### config.mk
export PLATFORM = sky130hd
export DESIGN_NAME = uart_receiver
export DESIGN_NICKNAME = d
export VERILOG_FILES = /design/src/rtl/uart_pkg.sv /design/src/rtl/uart_sync2.sv /design/src/rtl/uart_receiver.sv
export SDC_FILE = /design/constraint.sdc
export NUM_CORES = 1
export LEC_CHECK = 0
export BUFFER_PORTS_ARGS = -buffer_cell sky130_fd_sc_hd__buf_2
export CAP_MARGIN = 20
export CELL_PAD_IN_SITES_DETAIL_PLACEMENT = 0
export CELL_PAD_IN_SITES_GLOBAL_PLACEMENT = 2
export CORE_MARGIN = 10
export CORE_UTILIZATION = 38
export DETAILED_ROUTE_END_ITERATION = 16
export PLACE_DENSITY_LB_ADDON = 0.1
export SYNTH_ARGS = -nofsm -noshare
export SYNTH_HDL_FRONTEND = slang
export SYNTH_SLANG_ARGS = --single-unit
### constraint.sdc
create_clock -name clk -period 3.25 [get_ports clk]
set_clock_uncertainty 0.2 [all_clocks]
set_input_delay 0.4875 -clock clk [delete_from_list [all_inputs] [get_ports clk]]
set_output_delay 0.4875 -clock clk [all_outputs]
set_load 0.05 [all_outputs]
### src/rtl/uart_pkg.sv
// uart_pkg: shared UART receiver types and defaults
package uart_pkg;
    typedef enum logic [2:0] {IDLE, START, DATA, PARITY, STOP} rx_state_e;
    localparam int OVERSAMBLE_DEF = 16;
    localparam int DATA_BITS_DEF  = 8;
    localparam logic UART_IDLE    = 1'b1;
endpackage

### src/rtl/uart_sync2.sv
// uart_sync2: two-flop synchronizer with configurable reset value
module uart_sync2 #(
    parameter logic RST_VAL = 1'b1
) (
    input  logic clk,
    input  logic rst,
    input  logic d,
    output logic q
);
    logic m;
    always_ff @(posedge clk) begin
        if (!rst) begin
            m <= RST_VAL;
            q <= RST_VAL;
        end else begin
            m <= d;
            q <= m;
        end
    end
endmodule

### src/rtl/uart_receiver.sv
// uart_receiver: oversampled 8N1 UART receiver
// Define UART_RX_PARITY_EN to expect an even-parity bit after the payload.
module uart_receiver
    import uart_pkg::*;
#(
    parameter int OVERSAMBLE = OVERSAMBLE_DEF,
    parameter int DATA_BITS  = DATA_BITS_DEF
) (
    input  logic                 clk,
    input  logic                 rst,
    input  logic                 Rx_clk,
    input  logic                 rx_serial,
    output logic [DATA_BITS-1:0] rx_data,
    output logic                 rx_valid,
    output logic                 frame_err,
    output logic                 parity_err,
    output logic                 busy
);
    localparam int CW = $clog2(OVERSAMBLE);
    localparam int IW = $clog2(DATA_BITS);
    rx_state_e            state;
    logic [CW-1:0]        cnt;
    logic [IW-1:0]        idx;
    logic [DATA_BITS-1:0] shift;
    logic                 rx_s, rx_d, fall, mid, full;
`ifdef UART_RX_PARITY_EN
    logic                 par;
`else
    assign parity_err = 1'b0;
`endif
    uart_sync2 #(.RST_VAL(UART_IDLE)) u_sync (
        .clk(clk),
        .rst(rst),
        .d(rx_serial),
        .q(rx_s)
    );
    assign fall = rx_d & ~rx_s;
    assign mid  = Rx_clk && cnt == CW'(OVERSAMBLE / 2 - 1);
    assign full = Rx_clk && cnt == CW'(OVERSAMBLE - 1);
    assign busy = state != IDLE;
    always_ff @(posedge clk) begin
        if (!rst) begin
            state     <= IDLE;
            cnt       <= '0;
            idx       <= '0;
            shift     <= '0;
            rx_d      <= UART_IDLE;
            rx_data   <= '0;
            rx_valid  <= 1'b0;
            frame_err <= 1'b0;
`ifdef UART_RX_PARITY_EN
            par        <= 1'b0;
            parity_err <= 1'b0;
`endif
        end else begin
            rx_d      <= rx_s;
            rx_valid  <= 1'b0;
            frame_err <= 1'b0;
`ifdef UART_RX_PARITY_EN
            parity_err <= 1'b0;
`endif
            if (Rx_clk && state != IDLE) cnt <= cnt + 1'b1;
            case (state)
                IDLE: if (fall) begin
                    state <= START;
                    cnt   <= '0;
                end
                START: if (mid) begin
                    cnt   <= '0;
                    idx   <= '0;
                    state <= rx_s ? IDLE : DATA;
                end
                DATA: if (full) begin
                    shift <= {rx_s, shift[DATA_BITS-1:1]};
                    idx   <= idx + 1'b1;
                    cnt   <= '0;
`ifdef UART_RX_PARITY_EN
                    if (idx == IW'(DATA_BITS - 1)) state <= PARITY;
                end
                PARITY: if (full) begin
                    par   <= ^shift ^ rx_s;
                    cnt   <= '0;
                    state <= STOP;
`else
                    if (idx == IW'(DATA_BITS - 1)) state <= STOP;
`endif
                end
                STOP: if (full) begin
                    rx_data   <= shift;
                    rx_valid  <= 1'b1;
                    frame_err <= ~rx_s;
`ifdef UART_RX_PARITY_EN
                    parity_err <= par;
`endif
                    cnt   <= '0;
                    state <= IDLE;
                end
                default: state <= IDLE;
            endcase
        end
    end
endmodule
# --- Word-level counts from Yosys, hierarchy flattened ---
# Cells that the tools add are included.
totals:
  input_bits: 4
  register_bits: 31
classes:
  addsub: 2
  bitwise: 2
  reduce_logical: 13
  n_eq_ne: 11
  muxes: 16
op_table:
  columns: ["op", "count"]
  rows:
  - ["two-way mux 3 bit", 7]
  - ["two-way mux 4 bit", 4]
  - ["case mux 3 bit (4 select lines)", 1]
  - ["case mux 4 bit (3 select lines)", 1]
  - ["inequality test 2 bit, second input constant", 5]
  - ["equality test 3 bit, second input constant", 2]
  - ["case mux 3 bit (2 select lines)", 1]
  - ["AND reduction 2 bit", 3]
  - ["AND reduction 3 bit", 2]
  - ["AND reduction 5 bit", 1]
  - ["adder 4 x 1 -> 4 bit, second input constant", 1]
  - ["equality test 4 x 3 -> 1 bit, second input constant", 1]
  - ["equality test 4 bit, second input constant", 1]
  - ["adder 3 x 1 -> 3 bit, second input constant", 1]
  - ["equality test 3 x 1 -> 1 bit, second input constant", 1]
  - ["equality test 3 x 2 -> 1 bit, second input constant", 1]
  - ["logical AND 1 bit", 3]
  - ["zero test 3 bit", 1]
  - ["nonzero test 3 bit", 1]
  - ["two-way mux 2 bit", 1]
  - ["nonzero test 2 bit", 1]
  - ["OR reduction 2 bit", 1]
  - ["bitwise AND 1 bit", 1]
  - ["two-way mux 1 bit", 1]
  - ["NOT 1 bit", 1]

# --- Depth between registers and ports, before layout ---
depth:
  ltp_word: 5
  depth_mapped: 6
  depth_no_buf: 6

# --- By module ---
# From an unflattened synthesis, not the netlist that was laid out.
hier_totals:
  hier_cells: 140
  hier_area_um2: 1353.8
by_module_without_submodules:
  columns: ["module", "seq_area_each_um2", "n_inst", "cells_each", "area_per_inst_um2"]
  rows:
  - ["uart_receiver", 580.6, 1, 136, 1301.2]
  - ["uart_sync2", 40.0, 1, 4, 52.6]

# --- Least setup slack after synthesis ---
# Ideal clock, no wire load.
synth_path:
  path_kind: "input -> register"
  from: "input port Rx_clk"
  to: "register state[2]"
  required_ns: 2.929
  cell_stages: 5
  setup_time_ns: 0.121
  t_arrival_ns: 1.607
  path_buffers: 1
  setup_slack_ns: 1.322
  path_cell_list: "clkbuf_2 and4_1 nor2_1 o311ai_2 mux2_2"
synth_via:
  elab_chain_cells: 3
  elab_cells_between_ends: 6
  classes_between: "eq/ne (3); reduce/logical (3)"
synth_rtl:
  columns: ["item", "line_no", "text"]
  rows:
  - ["from (decl)", "uart_receiver.sv:11", "input logic Rx_clk,"]
  - ["logical AND 1 bit (on tied branches)", "uart_receiver.sv:39, uart_receiver.sv:38", null]
  - ["inequality test 2 bit (no line)", null, null]
  - ["AND reduction 5 bit (no line) (*)", null, null]
  - ["to (signal assigned)", "uart_receiver.sv:71", "state <= rx_s ? IDLE : DATA;"]
  - ["to (decl)", "uart_receiver.sv:21", "rx_state_e state;"]
# Mark *: on every way between the ends. The rest lies on a longest branch, timed or not.
# A chain may end at the register's enable or synchronous reset.

# --- Worst setup path after layout ---
layout_path:
  from: "register state[0]"
  to: "output port busy"
layout_via:
  elab_chain_cells: 1
layout_rtl:
  columns: ["item", "line_no", "text"]
  rows:
  - ["nonzero test 3 bit", "uart_receiver.sv:40", "assign busy = state != IDLE;"]
  - ["to (decl)", "uart_receiver.sv:17", "output logic busy"]
# Every way passes these cells.

==> key figures <==
Run status
  • Status: complete, no violations

Die
  • Die W: 79.8 um
  • Placeable Area: 0.00339 mm^2
  • Starting density of the core: 40.1%
  • Cell Rows: 21
  • Die Height: 79.8 um
  • Die Area: 0.00636 mm^2
  • # IOs: 16

Worst hold path
  • HP Start: rx_serial
  • Hold depth: 2
  • Hold crit path type: in -> reg

CTS
  • H-tree levels: 2
  • Post-CTS setup buffers: 0
  • Root buffer cell: clkbuf_4
  • Clk slew on worst S/H paths: 0.09 ns
  • Clock net sink count: 31
  • CTS resizes: 0
  • Cts hold-fix bufs: 0
  • Clock latency on the worst-skew pair: 0.33 ns
  • Maximum clock insertion buffer count: 2
  • TritonCTS buffer count: 5
  • CTS tree: done

Setup path
  • Critical path type: reg -> out
  • Req. time, crit path: 2.56 ns
  • Critical Path End Type: output pin
  • CP max stage cell: dfxtp_1
  • CP top delay family: flip-flops
  • Slowest stage delay, CP: 0.45 ns
  • Cells along the critical path: nor3_1 -> inv_1 -> buf_2
  • Reg2reg path depth: 5
  • Cell count along the critical path: 3
  • Crit Path Max Fanout: 14
  • Startpoint types: register
  • Worst path bufs/invs: 2
  • WP data arrival: 1.51 ns
  • Reg-to-reg critical path startpoint: cnt[0]
  • Worst setup path start: state[0]

Layout
  • Layout cells sized above 1: 14.9%
  • Final nets: 162
  • Non-Filler Instances: 200
  • ANT cells: 0
  • Final instance area: 0.00151 mm^2
  • Final core occ: 44.5%
  • Area Overhead vs Synth: 11.2%

Detailed routing
  • Met2 WL: 1130 um
  • Iter 0 DRT Violations: 46
  • Met3 Wirelength: 152 um
  • DRC: 0
  • Top sig layer: met4
  • Via count: 1,026
  • DR vias/cell: 5.13
  • Metal-1 WL: 1210 um
  • Drt first pass iters: 4
  • Post-Route WL: 2540 um
  • ANT nets after route: 0
  • Routed WL per cell: 12.7 um

Global routing
  • Initial antenna violation count: 0
  • Vias in the first global route: 932
  • Largest net degree at the start of global routing: 19
  • Grt ovf: 0
  • GR Util All Layers: 8.39%
  • First-pass GRT wire length: 4150 um

Placement
  • Port Buf Inserts: 14
  • Routability cong.: 0.806
  • Placed insts: 193
  • Post-Place Setup Slack: 1.07 ns
  • DP Area: 0.00144 mm^2
  • Placed wire-length estimate: 1810 um

Yosys
  • Dominant synthesized flop cell: dfxtp_1
  • Count of flip-flops with a built-in enable after synthesis: 0
  • Post-synthesis register bit count: 31
  • Post-Synthesis Cell Area: 0.00136 mm^2
  • Largest area contributor in the netlist: dfxtp_1
  • Seq/Total Area, Yosys: 45.7%
  • Post-synth ARST share: 0%
  • Syn Nets: 149
  • Mean Syn Cell Area: 9.63 um^2
  • Top area cells in the synthesized netlist: dfxtp_1, mux2i_1, nor2_1, ha_1, nand2_1
  • Synth Instances: 141
  • Netlist cell types: 36
  • YS warnings: 0
  • Top-area cell type share of the netlist area: 45.7%

Timing
  • Hold WS: 0.137 ns
  • Fin. max-slew vios: 0
  • FMAX: 456 MHz
  • Final Cycle Share: 67.5%
  • RSZ-0062 raised after global routing: no
  • Fin crit period: 2.19 ns
  • Final TNS setup: 0 ns
  • Slew headroom: 61.6%
  • Worst Tran Pin Value: 0.571 ns
  • Final setup margin: 1.06 ns
  • Final setup vio count: 0
  • Final hold violations: 0

Job
  • Maximum Capacitance Violations: 0

Pwr
  • Power Total: 0.696 mW
  • Power per cell area: 462 mW/mm^2
  • Leak pwr: 0.724 nW
  • Maximum vdd drop: 190 uV
final timing paths:
path | end | slack [ns]
setup reg to reg | rx_data[5] | 1.09
hold reg to reg | u_sync.q | 0.22
hold / removal | u_sync.m | 0.14
setup / recovery | busy | 1.06
where the power goes:
| part | internal (mW) | switching [mW] | total (mW) | leakage (nW) |
|---|---|---|---|---|
| Sequential | 0.382 | 0.00383 | 0.386 | 0.250 |
| Combinational | 0.00755 | 0.0187 | 0.0263 | 0.435 |
| Clock | 0.158 | 0.126 | 0.284 | 0.0383 |
flip-flops by register name (all words and copies together) (netlist names):
register	cells
rx_data	8
shift	8
cnt	4
idx	3
state	3
frame_err	1
rx_d	1
rx_valid	1
u_sync.m	1
u_sync.q	1
cells in the mapped netlist, drive strengths merged, types with 3 or more instances:
cell type and n:
a21oi 4, dfxtp 31, ha 4, o21ai 4, mux2i 21, clkbuf 4, nand3 6, nor2 21
and3 3, buf 4, nand2 9, nand2b 5
cell usage in the layout (no fill, tap or decap), types with 3 or more instances in the layout:
cell type	instances
and3_1	3
o21ai_0	4
ha_1	4
mux2i_1	21
nor2_1	21
buf_2	14
a21oi_1	4
nand2_1	9
clkbuf_4	5
dfxtp_1	31
nand3_1	5
nand2b_1	5
area by class of cell:
type                       count  area, um^2
multi-input combinational     99         678
clock buffer                   6        41.3
tap                           46        57.6
inverter                       3        11.3
sequential                    31         621
fill                         339        1880
timing repair buffer          14        70.1
clock inverter                 1        30.0
cells by family after synthesis:
| kind of cell | after synthesis | share of synthesized area (%) |
|---|---|---|
| simple gates | 56 | 21.1 |
| flops | 31 | 45.7 |
| mux | 22 | 16.3 |
| compound gates | 13 | 6.54 |
| buf+inv | 11 | 4.33 |
| fa+ha+maj | 5 | 4.42 |
| xor+xnor | 2 | 1.29 |
| other cells | 1 | 0.276 |
per-layer routing:
| layer | up-vias | GRT usage [%] |
|---|---|---|
| met1 | 485 | 9.29 |
| met3 | 5 | 3.27 |
| met4 | 0 | 6.34 |
| li1 | 511 | - |
| met2 | 25 | 12.7 |
| met5 | - | 0 |
No activity file was read; power rests on OpenSTA's default activity.
